## config.mk

```make
export PLATFORM = sky130hd
export DESIGN_NAME = stream_pattern_tester
export DESIGN_NICKNAME = d
export VERILOG_FILES = /design/src/rtl/stream_pattern_tester.sv
export SDC_FILE = /design/constraint.sdc
export NUM_CORES = 1
export LEC_CHECK = 0
export ABC_AREA = 1
export CAP_MARGIN = 20
export CORE_MARGIN = 2
export CORE_UTILIZATION = 50
export CTS_CLUSTER_DIAMETER = 80
export DETAILED_ROUTE_END_ITERATION = 16
export PLACE_DENSITY_LB_ADDON = 0.05
export SKIP_CTS_REPAIR_TIMING = 1
export SYNTH_ARGS = -nofsm -noshare
export SYNTH_HDL_FRONTEND = slang
export SYNTH_SLANG_ARGS = --single-unit
```

## constraint.sdc

```tcl
create_clock -name clk -period 2.4 [get_ports clk]
set_input_delay 0.36 -clock clk [delete_from_list [all_inputs] [get_ports clk]]
set_output_delay 0.36 -clock clk [all_outputs]
set_load 0.05 [all_outputs]
```

## src/rtl/stream_pattern_tester.sv

```systemverilog
// Traffic generator and checker for the ftdi_245fifo user streams: drives TX with a
// selectable pattern (INC / LFSR / TOGGLE), checks RX against the same pattern family.
module stream_pattern_tester #(
   parameter int TX_DW    = 64,
   parameter int RX_DW    = 8,
   parameter int LED_HOLD = 50000000,
   parameter int LOCK_N   = 16
) (
   input  logic             clk,
   input  logic             rstn,
   input  logic             restart,
   input  logic [1:0]       mode,
   input  logic             tx_en,
   input  logic [7:0]       tx_gap,
   output logic             tx_valid,
   input  logic             tx_ready,
   output logic [TX_DW-1:0] tx_data,
   input  logic             rx_en,
   input  logic             rx_valid,
   output logic             rx_ready,
   input  logic [RX_DW-1:0] rx_data,
   output logic [31:0]      tx_cnt,
   output logic [31:0]      rx_cnt,
   output logic [15:0]      err_cnt,
   output logic             led,
   output logic             locked
);

   localparam int                 LED_W    = $clog2(LED_HOLD + 1);
   localparam logic [LED_W-1:0]   LED_LOAD = LED_W'(LED_HOLD);
   localparam logic [LED_W-1:0]   LED_ONE  = LED_W'(1);
   localparam logic [15:0]        LOCK_TH  = 16'(LOCK_N);
   localparam logic [TX_DW-1:0]   TX_ONE   = TX_DW'(1);
   localparam logic [RX_DW-1:0]   RX_ONE   = RX_DW'(1);

   typedef enum logic [1:0] {IDLE, SEND, GAP} gen_state_t;

   gen_state_t       state;
   logic [7:0]       gap_cnt;
   logic [1:0]       mode_q;
   logic             seeded;
   logic [RX_DW-1:0] exp_data;
   logic [15:0]      good_cnt;
   logic [LED_W-1:0] led_cnt;
   logic             rx_hs;

   function automatic logic [TX_DW-1:0] tx_next(input logic [1:0] m, input logic [TX_DW-1:0] w);
      logic [TX_DW-1:0] r;
      case (m)
         2'd1: begin
            r = {w[TX_DW-2:0], w[TX_DW-1] ^ w[TX_DW-2]};
            if (r == '0) r = TX_ONE;
         end
         2'd2:    r = ~w;
         default: r = w + TX_ONE;
      endcase
      return r;
   endfunction

   function automatic logic [RX_DW-1:0] rx_next(input logic [1:0] m, input logic [RX_DW-1:0] w);
      logic [RX_DW-1:0] r;
      case (m)
         2'd1: begin
            r = {w[RX_DW-2:0], w[RX_DW-1] ^ w[RX_DW-2]};
            if (r == '0) r = RX_ONE;
         end
         2'd2:    r = ~w;
         default: r = w + RX_ONE;
      endcase
      return r;
   endfunction

   function automatic logic [TX_DW-1:0] tx_seed(input logic [1:0] m);
      return (m == 2'd1) ? TX_ONE : '0;
   endfunction

   assign rx_ready = rx_en;
   assign rx_hs    = rx_valid & rx_en;
   assign led      = (led_cnt != '0);

   always_ff @(posedge clk or negedge rstn) begin
      if (!rstn) mode_q <= 2'd0;
      else if (restart) mode_q <= mode;
   end

   // Generator: tx_valid is only dropped after a completed handshake
   always_ff @(posedge clk or negedge rstn) begin
      if (!rstn) begin
         state    <= IDLE;
         tx_valid <= 1'b0;
         tx_data  <= '0;
         tx_cnt   <= '0;
         gap_cnt  <= '0;
      end else if (restart) begin
         state    <= IDLE;
         tx_valid <= 1'b0;
         tx_data  <= tx_seed(mode);
         tx_cnt   <= '0;
         gap_cnt  <= '0;
      end else begin
         case (state)
            IDLE: begin
               if (tx_en) begin
                  state    <= SEND;
                  tx_valid <= 1'b1;
               end
            end
            SEND: begin
               if (tx_ready) begin
                  tx_data <= tx_next(mode_q, tx_data);
                  tx_cnt  <= tx_cnt + 32'd1;
                  if (tx_gap != 8'd0) begin
                     state    <= GAP;
                     tx_valid <= 1'b0;
                     gap_cnt  <= tx_gap;
                  end else if (!tx_en) begin
                     state    <= IDLE;
                     tx_valid <= 1'b0;
                  end
               end
            end
            GAP: begin
               if (gap_cnt <= 8'd1) begin
                  state    <= tx_en ? SEND : IDLE;
                  tx_valid <= tx_en;
               end else begin
                  gap_cnt <= gap_cnt - 8'd1;
               end
            end
            default: begin
               state    <= IDLE;
               tx_valid <= 1'b0;
            end
         endcase
      end
   end

   // Checker: resynchronises on every accepted word; the first word only seeds
   always_ff @(posedge clk or negedge rstn) begin
      if (!rstn) begin
         rx_cnt   <= '0;
         err_cnt  <= '0;
         good_cnt <= '0;
         led_cnt  <= '0;
         locked   <= 1'b0;
         seeded   <= 1'b0;
         exp_data <= '0;
      end else if (restart) begin
         rx_cnt   <= '0;
         err_cnt  <= '0;
         good_cnt <= '0;
         led_cnt  <= '0;
         locked   <= 1'b0;
         seeded   <= 1'b0;
         exp_data <= '0;
      end else begin
         if (led_cnt != '0) led_cnt <= led_cnt - LED_ONE;
         if (rx_hs) begin
            rx_cnt   <= rx_cnt + 32'd1;
            exp_data <= rx_next(mode_q, rx_data);
            seeded   <= 1'b1;
            if (seeded) begin
               if (rx_data != exp_data) begin
                  if (err_cnt != 16'hFFFF) err_cnt <= err_cnt + 16'd1;
                  led_cnt  <= LED_LOAD;
                  good_cnt <= '0;
                  locked   <= 1'b0;
               end else begin
                  if (good_cnt != 16'hFFFF) good_cnt <= good_cnt + 16'd1;
                  if (good_cnt >= LOCK_TH - 16'd1) locked <= 1'b1;
               end
            end
         end
      end
   end

endmodule

```

==> flow_summary_export.csv <==
group,metric,value,unit
logic_synthesis,synth_top_family_by_area,"simple AND/OR/NAND/NOR gates",
floorplan,die_x,176,microns
logic_synthesis,synthesis.instances,2187,
worst_setup_path,worstPathMaxFanout,8,
sta,finalMaxSlewViolations,0,
sta,fin_crit_sh,97.2,%
min_path,holdPathStages,4,
sta,max_freq,429,MHz
logic_synthesis,synth_area_leader_cell,"dfrtp_1",
worst_setup_path,critical_path_class,"register to primary output",
logic_synthesis,synth_area_per_cell,6.77,sq um
logic_synthesis,synth-seq-area-share,35.3,%
drt,first_pass_iters,6,
worst_setup_path,r2r-start,"tx_data[15]$_DFFE_PN0P_",
worst_setup_path,crit_buf_inv,1,
min_path,hp-start,"restart",
global_route,grt_pass1_vias,14913,
logic_synthesis,synth_edf_count,0,
drt,avgRoutedWirePerCell,17.6,microns
drt,viasPerCell,5.69,
floorplan,row_count,63,
worst_setup_path,cp-end-kind,"primary output",
clock_network,numCtsBuffers,26,
sta,timing.slew.headroom,41.8,%
global_route,grt_pass1_wl,78.5,mm
worst_setup_path,crit_family,"buffers and inverters",
logic_synthesis,syn_nets,2223,
worst_setup_path,reg2reg_depth,10,
global_route,grt_max_degree,57,
flow_run,maxCapViolations,0,
global_route,gr-total-overflow,0,
global_route,track_usage,31.2,%
drt,drtIter0Drc,1315,
power_and_ir_drop,p_leak,7.81,nW
cells_and_area,final_common_cell,"nand2_1",
floorplan,initial_core_util,50.4,%
power_and_ir_drop,p_per_area,696,nW/um^2
global_route,antenna_found_initial,0,
drt,ant_nets,0,
clock_network,cts.sinks,209,
floorplan,die_y,176,microns
worst_setup_path,critPathRequiredTime,2.04,ns
logic_synthesis,ys_async_sr_fraction,100,%
worst_setup_path,crit_chain,"clkdlybuf4s50_1",
logic_synthesis,ys_top_cells_by_area,"dfrtp_1, nand2_1, nor2_1",
logic_synthesis,synth-main-ff-cell,"dfrtp_1",
worst_setup_path,worstPathArrival,1.97,ns
logic_synthesis,muxShareOfSynthArea,0,%
run_status,status,"complete, no violations",
sta,tightest_slew,0.871,ns
cells_and_area,syn_to_final_growth,22.7,%
logic_synthesis,synth_xor_area_share,4.20,%
drt,drt_wl_total,48.8,mm
sta,hold_viol_final,0,
cells_and_area,drive_above_1_share,8.18,%
worst_setup_path,rrSetupSlack,0.23,ns
sta,tns,0,ns
logic_synthesis,ys_ff_latch,209,
worst_setup_path,crit_path_max_incr_delay,0.88,ns
logic_synthesis,synth_top_cell_area_share,35.3,%
placement,io_buffer_count,172,
clock_network,cts_buffer_depth,3,
logic_synthesis,synthAdderAreaFrac,0.929,%
floorplan,io_pins,173,
min_path,hold_path.class,"primary input to register",
floorplan,core,29400,sq um
floorplan,die_area,31000,sq um
logic_synthesis,synth_cell_types,55,
worst_setup_path,crit_start,"tx_data[59]$_DFFE_PN0P_",
clock_network,h-tree-depth,1,
worst_setup_path,start_kind,"register",
clock_network,root_buffer,"clkbuf_16",
logic_synthesis,syn-cell-area,14800,sq um
logic_synthesis,yosys_warnings,0,
power_and_ir_drop,max-vdd-ir-drop,0.000707,V
placement,hpwlAfterDp,35.6,mm
sta,holdWs,0.289,ns
sta,setup_viol,0,
logic_synthesis,synth-compound-area-share,14.5,%
sta,skew,0.0207,ns
drt,drc,0,
sta,finalCriticalPeriod,2.33,ns
cells_and_area,final_nets,2403,
clock_network,clock_latency,0.55,ns
clock_network,cts_tree,"built",
worst_setup_path,slowest_stage,"clkdlybuf4s50_1",
min_path,holdPathEnd,"tx_cnt[29]$_DFFE_PN0P_",
placement,gp_congestion,0.978,
clock_network,cts.reportedPaths.clkPinSlew,0.06,ns
cells_and_area,layout_common_cells,"nand2_1, nor2_1, inv_1, dfrtp_1, clkdlybuf4s50_1",
logic_synthesis,synth-simple-area-share,36.0,%
worst_setup_path,rr_endpoint,"tx_data[55]$_DFFE_PN0P_",
drt,dr_total_vias,15798,
cells_and_area,diodes,0,
-- synth_stat cells (3+ instances only) --
cell / count
o21ai_0: 126
nor2_2: 21
nand2_2: 14
inv_1: 241
clkinv_1: 4
buf_2: 25
nor3b_1: 3
o22ai_1: 11
a22oi_1: 18
or2_2: 6
nand2_4: 3
a21oi_2: 3
nand3b_1: 6
and3_1: 4
o211ai_1: 9
a22o_1: 3
dfrtp_1: 209
xor2_1: 59
nor2_4: 6
nor3_4: 4
nor3_2: 4
nor2_1: 288
inv_2: 12
clkbuf_1: 45
buf_4: 3
a21oi_1: 91
xnor2_1: 12
nor4_1: 17
a2bb2oi_1: 3
nand4_1: 67
nand3_1: 165
nor3_1: 71
o31ai_1: 19
nand2_1: 512
buf_1: 8
ha_1: 11
o21a_1: 6
o21ai_1: 14
o221ai_1: 38
a221oi_1: 5
-- how the worst max path moves through the flow --
stage	cells past startpoint	slack [ns]	endpoint
5_1_grt	8	-0.007	led
3_5_place_dp	13	0.13	good_cnt[9]$_DFFE_PN0P_
4_1_cts	8	-0.30	led
2_1_floorplan	11	0.26	tx_data[30]$_DFFE_PN0P_
6_report	1	0.07	tx_data[59]
3_3_place_gp	11	0.18	good_cnt[9]$_DFFE_PN0P_
-- stage by stage --
step	util [%]	area (sq um)	total power [mW]	worst slack, ns	instances
3_3_place_gp	58.4	17200	8.25	0.179	2723
2_1_floorplan	-	14800	7.10	0.261	2187
3_5_place_dp	58.4	17200	8.32	0.127	2723
5_1_grt	61.8	18200	13.4	-0.00743	2775
4_1_cts	61.5	18100	12.5	-0.301	2769
6_report	61.8	18200	12.7	0.0666	2775
-- tightest hold or removal path, cell delays in order --
cell	delay [ns]
buf_2	0.15
inv_2	0.15
nand2_1	0.10
nor2_1	0.03
-- power by group --
part           total (mW)  internal, mW  switching [mW]
sequential           4.27          3.86           0.410
combinational        4.23          1.46            2.77
clock                4.16          2.57            1.59
total                12.7          7.89            4.77
-- flip-flops by register name (all words and copies together) (netlist names), 2 cells and up --
name / cells
good_cnt: 16
err_cnt: 16
exp_data: 8
mode_q: 2
rx_cnt: 32
state: 2
tx_data: 64
tx_cnt: 32
gap_cnt: 8
led_cnt: 26
-- metal layers --
metal / wire length, microns / vias to the layer above / global-route usage, %
met1: 21100 / 7462 / 42.5
met2: 22800 / 606 / 51.5
met3: 3060 / 108 / 3.45
met4: 1780 / 0 / 11.4
met5: 0 / - / 0
li1: - / 7622 / -
-- final cells by class --
type,instances,area [sq um]
Fill cell,2757,11200
Multi-Input combinational cell,1635,8280
Sequential cell,209,5230
Timing Repair Buffer,237,2300
Inverter,258,971
Clock buffer,36,739
Tap cell,390,488
Clock inverter,10,160
-- cells by family after synthesis --
| family | Yosys count |
|---|---|
| simple gates | 1198 |
| compound gates | 355 |
| buf+inv | 343 |
| flops | 209 |
| xor+xnor | 71 |
| fa+ha+maj | 11 |
No activity file was read; power rests on OpenSTA's default activity.
